## src/rtl/axil_rd_if.sv

```systemverilog
// AXI4-lite read channels (AR + R) as one bundle.
// The master modport drives requests and receives responses; the slave modport is the reverse.
interface axil_rd_if #(
    parameter int ADDR_WIDTH = 32,
    parameter int DATA_WIDTH = 32
);
    logic [ADDR_WIDTH-1:0] araddr;
    logic [2:0]            arprot;
    logic                  arvalid;
    logic                  arready;
    logic [DATA_WIDTH-1:0] rdata;
    logic [1:0]            rresp;
    logic                  rvalid;
    logic                  rready;

    modport master (
        output araddr, arprot, arvalid, rready,
        input  arready, rdata, rresp, rvalid
    );

    modport slave (
        input  araddr, arprot, arvalid, rready,
        output arready, rdata, rresp, rvalid
    );
endinterface

```

## src/rtl/axil_fifo_rd.sv

```systemverilog
// AXI4-lite read-path buffer: AR FIFO and R FIFO, with AR issue gated so that every
// in-flight read already owns an R FIFO slot.
module axil_fifo_rd #(
    parameter int DATA_WIDTH = 32,
    parameter int ADDR_WIDTH = 32,
    parameter int AR_DEPTH   = 4,
    parameter int R_DEPTH    = 4,
    parameter int R_RESERVE  = 1
) (
    input  logic                     clk,
    input  logic                     rst,
    axil_rd_if.slave                 s_axil,
    axil_rd_if.master                m_axil,
    output logic [$clog2(AR_DEPTH):0] ar_count,
    output logic [$clog2(R_DEPTH):0]  r_count,
    output logic [$clog2(R_DEPTH):0]  outstanding
);
    localparam int ARPW = $clog2(AR_DEPTH);
    localparam int RPW  = $clog2(R_DEPTH);
    localparam int ARW  = ADDR_WIDTH + 3;
    localparam int RW   = DATA_WIDTH + 2;

    logic [ARW-1:0]  ar_mem_q [AR_DEPTH];
    logic [RW-1:0]   r_mem_q  [R_DEPTH];
    logic [ARPW:0]   ar_wptr_q, ar_wptr_d, ar_rptr_q, ar_rptr_d;
    logic [RPW:0]    r_wptr_q, r_wptr_d, r_rptr_q, r_rptr_d;
    logic [RPW:0]    outst_q, outst_d;
    logic [RPW+1:0]  r_committed;
    logic            ar_full, ar_empty, r_full, r_empty, issue_ok;
    logic            ar_push, ar_pop, r_push, r_pop;

    // Pointers carry one extra wrap bit so full and empty are distinguishable.
    assign ar_full  = (ar_wptr_q[ARPW] != ar_rptr_q[ARPW]) &&
                      (ar_wptr_q[ARPW-1:0] == ar_rptr_q[ARPW-1:0]);
    assign ar_empty = (ar_wptr_q == ar_rptr_q);
    assign r_full   = (r_wptr_q[RPW] != r_rptr_q[RPW]) &&
                      (r_wptr_q[RPW-1:0] == r_rptr_q[RPW-1:0]);
    assign r_empty  = (r_wptr_q == r_rptr_q);

    assign ar_count    = ar_wptr_q - ar_rptr_q;
    assign r_count     = r_wptr_q - r_rptr_q;
    assign outstanding = outst_q;

    assign r_committed = {1'b0, r_count} + {1'b0, outst_q};
    assign issue_ok    = (R_RESERVE == 0) || (r_committed < (RPW+2)'(R_DEPTH));

    assign s_axil.arready = !rst && !ar_full;
    assign m_axil.arvalid = !ar_empty && issue_ok;
    assign {m_axil.arprot, m_axil.araddr} = ar_mem_q[ar_rptr_q[ARPW-1:0]];

    // With reservation every returning beat already owns a slot, so the R side never stalls.
    assign m_axil.rready = !rst && ((R_RESERVE != 0) || !r_full);
    assign s_axil.rvalid = !r_empty;
    assign {s_axil.rresp, s_axil.rdata} = r_mem_q[r_rptr_q[RPW-1:0]];

    assign ar_push = s_axil.arvalid && s_axil.arready;
    assign ar_pop  = m_axil.arvalid && m_axil.arready;
    assign r_push  = m_axil.rvalid && m_axil.rready;
    assign r_pop   = s_axil.rvalid && s_axil.rready;

    always_comb begin
        ar_wptr_d = ar_wptr_q + {{ARPW{1'b0}}, ar_push};
        ar_rptr_d = ar_rptr_q + {{ARPW{1'b0}}, ar_pop};
        r_wptr_d  = r_wptr_q + {{RPW{1'b0}}, r_push};
        r_rptr_d  = r_rptr_q + {{RPW{1'b0}}, r_pop};
        outst_d   = outst_q;
        if (ar_pop && !r_push && (outst_q != (RPW+1)'(R_DEPTH))) begin
            outst_d = outst_q + 1'b1;
        end else if (!ar_pop && r_push && (outst_q != '0)) begin
            outst_d = outst_q - 1'b1;
        end
    end

    always_ff @(posedge clk or posedge rst) begin
        if (rst) begin
            ar_wptr_q <= '0;
            ar_rptr_q <= '0;
            r_wptr_q  <= '0;
            r_rptr_q  <= '0;
            outst_q   <= '0;
        end else begin
            ar_wptr_q <= ar_wptr_d;
            ar_rptr_q <= ar_rptr_d;
            r_wptr_q  <= r_wptr_d;
            r_rptr_q  <= r_rptr_d;
            outst_q   <= outst_d;
        end
    end

    // Storage is deliberately unreset; its contents only matter behind a valid.
    always_ff @(posedge clk) begin
        if (ar_push) ar_mem_q[ar_wptr_q[ARPW-1:0]] <= {s_axil.arprot, s_axil.araddr};
        if (r_push)  r_mem_q[r_wptr_q[RPW-1:0]]    <= {m_axil.rresp, m_axil.rdata};
    end
endmodule

```

## src/flat_wrapper.sv

```systemverilog
// flat-port wrapper written by rule: the top's interface ports become plain ports
module axil_fifo_rd_flat 
#(
    parameter int DATA_WIDTH = 32,
    parameter int ADDR_WIDTH = 32,
    parameter int AR_DEPTH   = 4,
    parameter int R_DEPTH    = 4,
    parameter int R_RESERVE  = 1
)
  (clk, rst, ar_count, r_count, outstanding, s_axil_araddr, s_axil_arprot, s_axil_arvalid, s_axil_rready, s_axil_arready, s_axil_rdata, s_axil_rresp, s_axil_rvalid, m_axil_araddr, m_axil_arprot, m_axil_arvalid, m_axil_rready, m_axil_arready, m_axil_rdata, m_axil_rresp, m_axil_rvalid);
  axil_rd_if #(.ADDR_WIDTH(ADDR_WIDTH), .DATA_WIDTH(DATA_WIDTH)) s_axil_i ();
  axil_rd_if #(.ADDR_WIDTH(ADDR_WIDTH), .DATA_WIDTH(DATA_WIDTH)) m_axil_i ();
  input  logic clk;
  input  logic rst;
  output logic [$clog2(AR_DEPTH):0] ar_count;
  output logic [$clog2(R_DEPTH):0] r_count;
  output logic [$clog2(R_DEPTH):0] outstanding;
  input wire logic [$bits(s_axil_i.araddr)-1:0] s_axil_araddr;
  input wire logic [$bits(s_axil_i.arprot)-1:0] s_axil_arprot;
  input wire logic [$bits(s_axil_i.arvalid)-1:0] s_axil_arvalid;
  input wire logic [$bits(s_axil_i.rready)-1:0] s_axil_rready;
  output wire logic [$bits(s_axil_i.arready)-1:0] s_axil_arready;
  output wire logic [$bits(s_axil_i.rdata)-1:0] s_axil_rdata;
  output wire logic [$bits(s_axil_i.rresp)-1:0] s_axil_rresp;
  output wire logic [$bits(s_axil_i.rvalid)-1:0] s_axil_rvalid;
  output wire logic [$bits(m_axil_i.araddr)-1:0] m_axil_araddr;
  output wire logic [$bits(m_axil_i.arprot)-1:0] m_axil_arprot;
  output wire logic [$bits(m_axil_i.arvalid)-1:0] m_axil_arvalid;
  output wire logic [$bits(m_axil_i.rready)-1:0] m_axil_rready;
  input wire logic [$bits(m_axil_i.arready)-1:0] m_axil_arready;
  input wire logic [$bits(m_axil_i.rdata)-1:0] m_axil_rdata;
  input wire logic [$bits(m_axil_i.rresp)-1:0] m_axil_rresp;
  input wire logic [$bits(m_axil_i.rvalid)-1:0] m_axil_rvalid;
  assign s_axil_i.araddr = s_axil_araddr;
  assign s_axil_i.arprot = s_axil_arprot;
  assign s_axil_i.arvalid = s_axil_arvalid;
  assign s_axil_i.rready = s_axil_rready;
  assign s_axil_arready = s_axil_i.arready;
  assign s_axil_rdata = s_axil_i.rdata;
  assign s_axil_rresp = s_axil_i.rresp;
  assign s_axil_rvalid = s_axil_i.rvalid;
  assign m_axil_araddr = m_axil_i.araddr;
  assign m_axil_arprot = m_axil_i.arprot;
  assign m_axil_arvalid = m_axil_i.arvalid;
  assign m_axil_rready = m_axil_i.rready;
  assign m_axil_i.arready = m_axil_arready;
  assign m_axil_i.rdata = m_axil_rdata;
  assign m_axil_i.rresp = m_axil_rresp;
  assign m_axil_i.rvalid = m_axil_rvalid;
  axil_fifo_rd #(.DATA_WIDTH(DATA_WIDTH), .ADDR_WIDTH(ADDR_WIDTH), .AR_DEPTH(AR_DEPTH), .R_DEPTH(R_DEPTH), .R_RESERVE(R_RESERVE)) u_core (.clk(clk), .rst(rst), .s_axil(s_axil_i), .m_axil(m_axil_i), .ar_count(ar_count), .r_count(r_count), .outstanding(outstanding));
endmodule
```

## config.mk

```make
export PLATFORM = sky130hd
export DESIGN_NAME = axil_fifo_rd_flat
export DESIGN_NICKNAME = d
export VERILOG_FILES = /design/src/rtl/axil_rd_if.sv /design/src/rtl/axil_fifo_rd.sv /design/src/flat_wrapper.sv
export SDC_FILE = /design/constraint.sdc
export NUM_CORES = 1
export LEC_CHECK = 0
export ABC_AREA = 1
export BUFFER_PORTS_ARGS = -buffer_cell sky130_fd_sc_hd__buf_4
export CAP_MARGIN = 20
export CORE_MARGIN = 1
export CORE_UTILIZATION = 30
export DETAILED_ROUTE_END_ITERATION = 8
export MAX_ROUTING_LAYER = met4
export PLACE_DENSITY_LB_ADDON = 0.08
export SETUP_SLACK_MARGIN = 0.05
export SYNTH_ARGS = -nofsm -noshare
export SYNTH_HDL_FRONTEND = slang
export SYNTH_SLANG_ARGS = --single-unit
```

## constraint.sdc

```tcl
create_clock -name clk -period 8.9 [get_ports clk]
set_input_delay 0.89 -clock clk [delete_from_list [all_inputs] [get_ports clk]]
set_output_delay 0.89 -clock clk [all_outputs]
set_load 0.05 [all_outputs]
```

* Word level (Yosys, flattened, before mapping) *
Memory sizes are Yosys's and may differ from the RTL's.
Index checks and enable logic that the tools add are counted.

word-level totals
  input bits = 75
  memories = 2
  register bits = 15
  output and inout port bits = 82
  memory bits (writable) = 276
  logic and storage cells = 47

operators by class
  reductions and logical operators = 19
  multiplexer cells = 6
  $add $sub $neg = 9
  $lt $le $gt $ge = 1
  equality and inequality tests = 5

memory list
  memory           depth  width  rd ports  clocked after memory_dff  wr ports  RTL line            RTL
  u_core.ar_mem_q  4      35     1         0                         1         axil_fifo_rd.sv:23  logic [ARW-1:0] ar_mem_q [AR_DEPTH];
  u_core.r_mem_q   4      34     1         0                         1         axil_fifo_rd.sv:24  logic [RW-1:0] r_mem_q [R_DEPTH];

operators with widths
  kind                                                number
  adder 3 x 1 -> 3 bit                                4
  logical AND 1 bit                                   11
  == test 3 bit                                       2
  zero test 1 bit                                     6
  2-to-1 mux 3 bit                                    2
  subtractor 3 bit                                    2
  adder 3 x 3 -> 4 bit                                1
  < comparator 4 x 3 -> 1 bit, second input constant  1
  2-to-1 mux 1 bit                                    4
  adder 3 x 1 -> 3 bit, second input constant         1
  != test 3 bit, second input constant                1
  nonzero test 3 bit                                  1
  subtractor 3 x 1 -> 3 bit, second input constant    1
  == test 2 bit                                       1
  nonzero test 2 bit                                  1
  != test 1 bit                                       1

* Depth between registers and ports, before layout *
  depth after elaboration = 10
  depth in mapped cells = 17
  gate-level depth less buffers = 17

* Least setup slack after synthesis *
No wires, ideal clock.

  path type = register -> register
  from = register u_core.ar_rptr_q[1]
  to = memory u_core.ar_mem_q[2][0] (netlist name), enable pin
  path slack = 4.109 ns
  clock period less this slack = 4.791 ns
  buffers on the path = 1
  setup time = 0.471 ns
  arrival time = 4.320 ns
  stages on the path, launching flop included = 9
  data required time = 8.429 ns
  cell sequence = dfrtp_1 inv_1 buf_2 ha_1 nand2_1 inv_1 a21oi_2 nand2_2 nor3_1

between the ends
  word-level cells in the longest chain between the ends = 7

ends and longest elaborated chain
  item                                    RTL line            RTL
  start, declared                         axil_fifo_rd.sv:25  logic [ARPW:0] ar_wptr_q, ar_wptr_d, ar_rptr_q, ar_rptr_d;
  start signal, assigned                  axil_fifo_rd.sv:83  ar_rptr_q <= ar_rptr_d;
  == test 2 bit                           axil_fifo_rd.sv:34  (ar_wptr_q[ARPW-1:0] == ar_rptr_q[ARPW-1:0]);
  logical AND 1 bit                       axil_fifo_rd.sv:33  assign ar_full = (ar_wptr_q[ARPW] != ar_rptr_q[ARPW]) &&
  zero test 1 bit                         axil_fifo_rd.sv:47  assign s_axil.arready = !rst && !ar_full;
  logical AND 1 bit                       axil_fifo_rd.sv:47
  net s_axil_arready                      flat_wrapper.sv:22  output wire logic [$bits(s_axil_i.arready)-1:0] s_axil_arready;
  logical AND 1 bit                       axil_fifo_rd.sv:56  assign ar_push = s_axil.arvalid && s_axil.arready;
  2-to-1 mux 1 bit                        axil_fifo_rd.sv:92  if (ar_push) ar_mem_q[ar_wptr_q[ARPW-1:0]] <= {s_axil.arprot, s_axil.araddr};
  2-to-1 mux 1 bit (not written as such)  axil_fifo_rd.sv:92
  end, declared                           axil_fifo_rd.sv:23

The timed path passes the listed nets, and every way through them passes these cells.

* Worst setup path after layout *
  from = register u_core.r_rptr_q[0]
  to = output port m_axil_arvalid

between the ends
  word-level cells in the longest chain between the ends = 4

ends and longest elaborated chain
  item                         RTL line            RTL
  start, declared              axil_fifo_rd.sv:26  logic [RPW:0] r_wptr_q, r_wptr_d, r_rptr_q, r_rptr_d;
  start signal, assigned       axil_fifo_rd.sv:85  r_rptr_q <= r_rptr_d;
  subtractor 3 bit             axil_fifo_rd.sv:41  assign r_count = r_wptr_q - r_rptr_q;
  adder 3 x 3 -> 4 bit         axil_fifo_rd.sv:44  assign r_committed = {1'b0, r_count} + {1'b0, outst_q};
  < comparator 4 x 3 -> 1 bit  axil_fifo_rd.sv:45  assign issue_ok = (R_RESERVE == 0) || (r_committed < (RPW+2)'(R_DEPTH));
  logical AND 1 bit            axil_fifo_rd.sv:48  assign m_axil.arvalid = !ar_empty && issue_ok;
  end, declared                flat_wrapper.sv:28  output wire logic [$bits(m_axil_i.arvalid)-1:0] m_axil_arvalid;

Every way passes these cells.

==> impl_metrics.json <==
{
  "io_pins": 157,
  "grt_max_degree": 73,
  "finish.net_count": 1027,
  "yosysMostFrequentCell": "edfxtp_1",
  "grt-ovfl-total": 0,
  "yosysWarnings": 0,
  "slew-limit-headroom_pct": 48.33,
  "seq_area_frac_synth_pct": 77.68,
  "antenna_left": 0,
  "drive_above_1_share_pct": 24.92,
  "clk_latency_ns": 0.50,
  "gp_congestion": 0.6942,
  "die_h_um": 194.8,
  "grt_first_pass_wirelength_um": 39910,
  "yosysUniqueCellTypes": 31,
  "io_buffers": 156,
  "drc": 0,
  "grt_pass1_vias": 6558,
  "synthFlopType": "edfxtp_1",
  "dp.cells": 1367,
  "n_fill_cell": 3592,
  "routed_wl_um": 26220,
  "hpwlAfterDp_um": 14440,
  "clkSlewWorstSetupHoldPaths_ns": 0.06,
  "routed_via_density": 4.605,
  "syn_area_per_cell_um2": 14.52,
  "cts_buffers": 34,
  "tightestPinTransition_ns": 0.7751,
  "postCtsHoldBufs": 0,
  "use_met2_pct": 22.26,
  "cts-root-buf": "clkbuf_16",
  "r2r-end": "u_core.outstanding[2]",
  "required_ns": 8.01,
  "dr_total_vias": 6558,
  "core-area_um2": 36610,
  "synth_edf_count": 276,
  "setup_tns_ns": 0,
  "worstSetupStartpointType": "flop",
  "syn_to_final_growth_pct": 24.51,
  "clock-sinks": 291,
  "r2r_cells": 17,
  "slew_viol_final": 0,
  "cts_tree": "yes",
  "start_util_pct": 30.46,
  "timing.rr.start": "u_core.r_rptr_q[0]",
  "fin_crit_sh_pct": 48.98,
  "grtUsageTotal_pct": 14.22,
  "grt_use_met3_pct": 3.262,
  "yosys-top-cells-count": "edfxtp_1, nor2_1, o21ai_0",
  "cap_violations": 0,
  "drtIter0Drc": 270,
  "post-route-min-period_ns": 4.360,
  "synth_top_area_share_pct": 74.32,
  "critPathArrivalTime_ns": 3.47,
  "finalSetupViolCount": 0,
  "syn_nets": 860,
  "fin_skew_ns": 0.01578,
  "antenna_found_initial": 1,
  "rrSetupSlack_ns": 5.28,
  "hold_violations": 0,
  "fmax_mhz": 229.4,
  "synth_area_leaders": "edfxtp_1, o21ai_0, nor2_1",
  "crit_fanout": 40,
  "first_pass_iters": 4,
  "fin_cells": 1424,
  "crit_type": "reg2out",
  "h-tree-depth": 2,
  "hp-class": "in2async",
  "end_kind": "output port",
  "synthArstFlopShare_pct": 5.155,
  "cts_resized": 0,
  "status": "finished, final reports clean",
  "ctsLongestPathBuffers": 3,
  "dieArea_um2": 37950,
  "synth_top_area_cell": "edfxtp_1",
  "synthCells": 768,
  "use_met1_pct": 18.60,
  "grt_setup_unrepaired": "no",
  "synth-seq-cells": 291,
  "num_rows": 70,
  "post_drt_wl_per_cell_um": 18.42,
  "dieWidth_um": 194.8,
  "busiest_layer": "met2",
  "syn_area_um2": 11150,
  "cts_setup_buffers": 0
}
[state kept, by name (all words and copies together) (netlist names)]
register,cells
u_core.ar_mem_q,140
u_core.r_rptr_q,3
u_core.ar_wptr_q,3
u_core.outstanding,3
u_core.ar_rptr_q,3
u_core.r_wptr_q,3
u_core.r_mem_q,136
[per-layer routing]
layer  up-vias  wire [um]  share of wire, %
li1       3195          -                 -
met1      3218      12250                47
met2       107      12310                47
met3        38       1200               4.6
met4         0        465               1.8
met5         -          0                 0
[cells by family (layout without fill, tap and decap cells)]
| logic type | count (synthesis) | count (layout) | share of synthesized area, % |
|---|---|---|---|
| compound gates | 211 | 211 | 10.40 |
| other cells | 0 | 1 | 0 |
| fa+ha+maj | 17 | 17 | 2.109 |
| simple gates | 175 | 175 | 6.664 |
| buf+inv | 66 | 253 | 2.513 |
| xor+xnor | 8 | 8 | 0.6283 |
| flops | 291 | 291 | 77.68 |
[layout by cell type, fill, tap and decap left out, drive strengths merged]
cell,count
edfxtp,276
bufinv,1
nand3,8
clkbuf,47
nand4,1
and2,1
nor2,142
inv,25
nand2,15
o21ai,138
xor2,6
dfrtp,15
xnor2,2
fa,3
nor3,8
diode,1
o21a,1
o22ai,69
buf,173
ha,14
clkinv,6
a21oi,3
clkinvlp,1
[cell type report]
type	count	area, um^2	area share, %
Multi-Input combinational cell	411	2248	16.19
Sequential cell	291	8666	62.41
Clock inverter	9	68.82	0.4956
Antenna cell	1	2.502	0.01802
Tap cell	468	585.6	4.217
Timing Repair Buffer	173	1299	9.353
Clock buffer	47	920.9	6.632
Inverter	24	95.09	0.6848
[through the flow]
stage,setup WS (ns),instance area [um^2],utilization [%],hold WS (ns)
2_1_floorplan,4.109,11150,-,0.4617
3_3_place_gp,4.981,12890,35.22,0.4791
3_5_place_dp,4.982,12890,35.22,0.4789
4_1_cts,4.446,13880,37.92,0.4112
5_1_grt,4.268,13890,37.93,0.4394
6_report,4.540,13890,37.93,0.4205
[worst max-delay path, stage by stage (launching register included)]
cell,delay (ns)
dfrtp_2,0.72
buf_4,0.50
ha_1,0.22
inv_1,0.05
fa_1,0.37
xnor2_1,0.16
inv_1,0.07
ha_1,0.27
inv_1,0.05
nand2_1,0.08
nor2_4,0.15
o21a_1,0.14
buf_4,0.19
[how the worst max path moves through the flow]
stage / start / endpoint / slack [ns] / cells after the start
2_1_floorplan: u_core.ar_rptr_q[1] / u_core.ar_mem_q[2][0] / 4.11 / 8
3_3_place_gp: u_core.r_rptr_q[0] / m_axil_arvalid / 4.98 / 12
3_5_place_dp: u_core.r_rptr_q[0] / m_axil_arvalid / 4.98 / 12
4_1_cts: u_core.r_rptr_q[0] / m_axil_arvalid / 4.45 / 12
5_1_grt: u_core.r_rptr_q[0] / m_axil_arvalid / 4.27 / 12
6_report: u_core.r_rptr_q[0] / m_axil_arvalid / 4.54 / 12
Power is not shown: default switching activity piles up to over one toggle a cycle in this logic, so the estimate is an artifact.
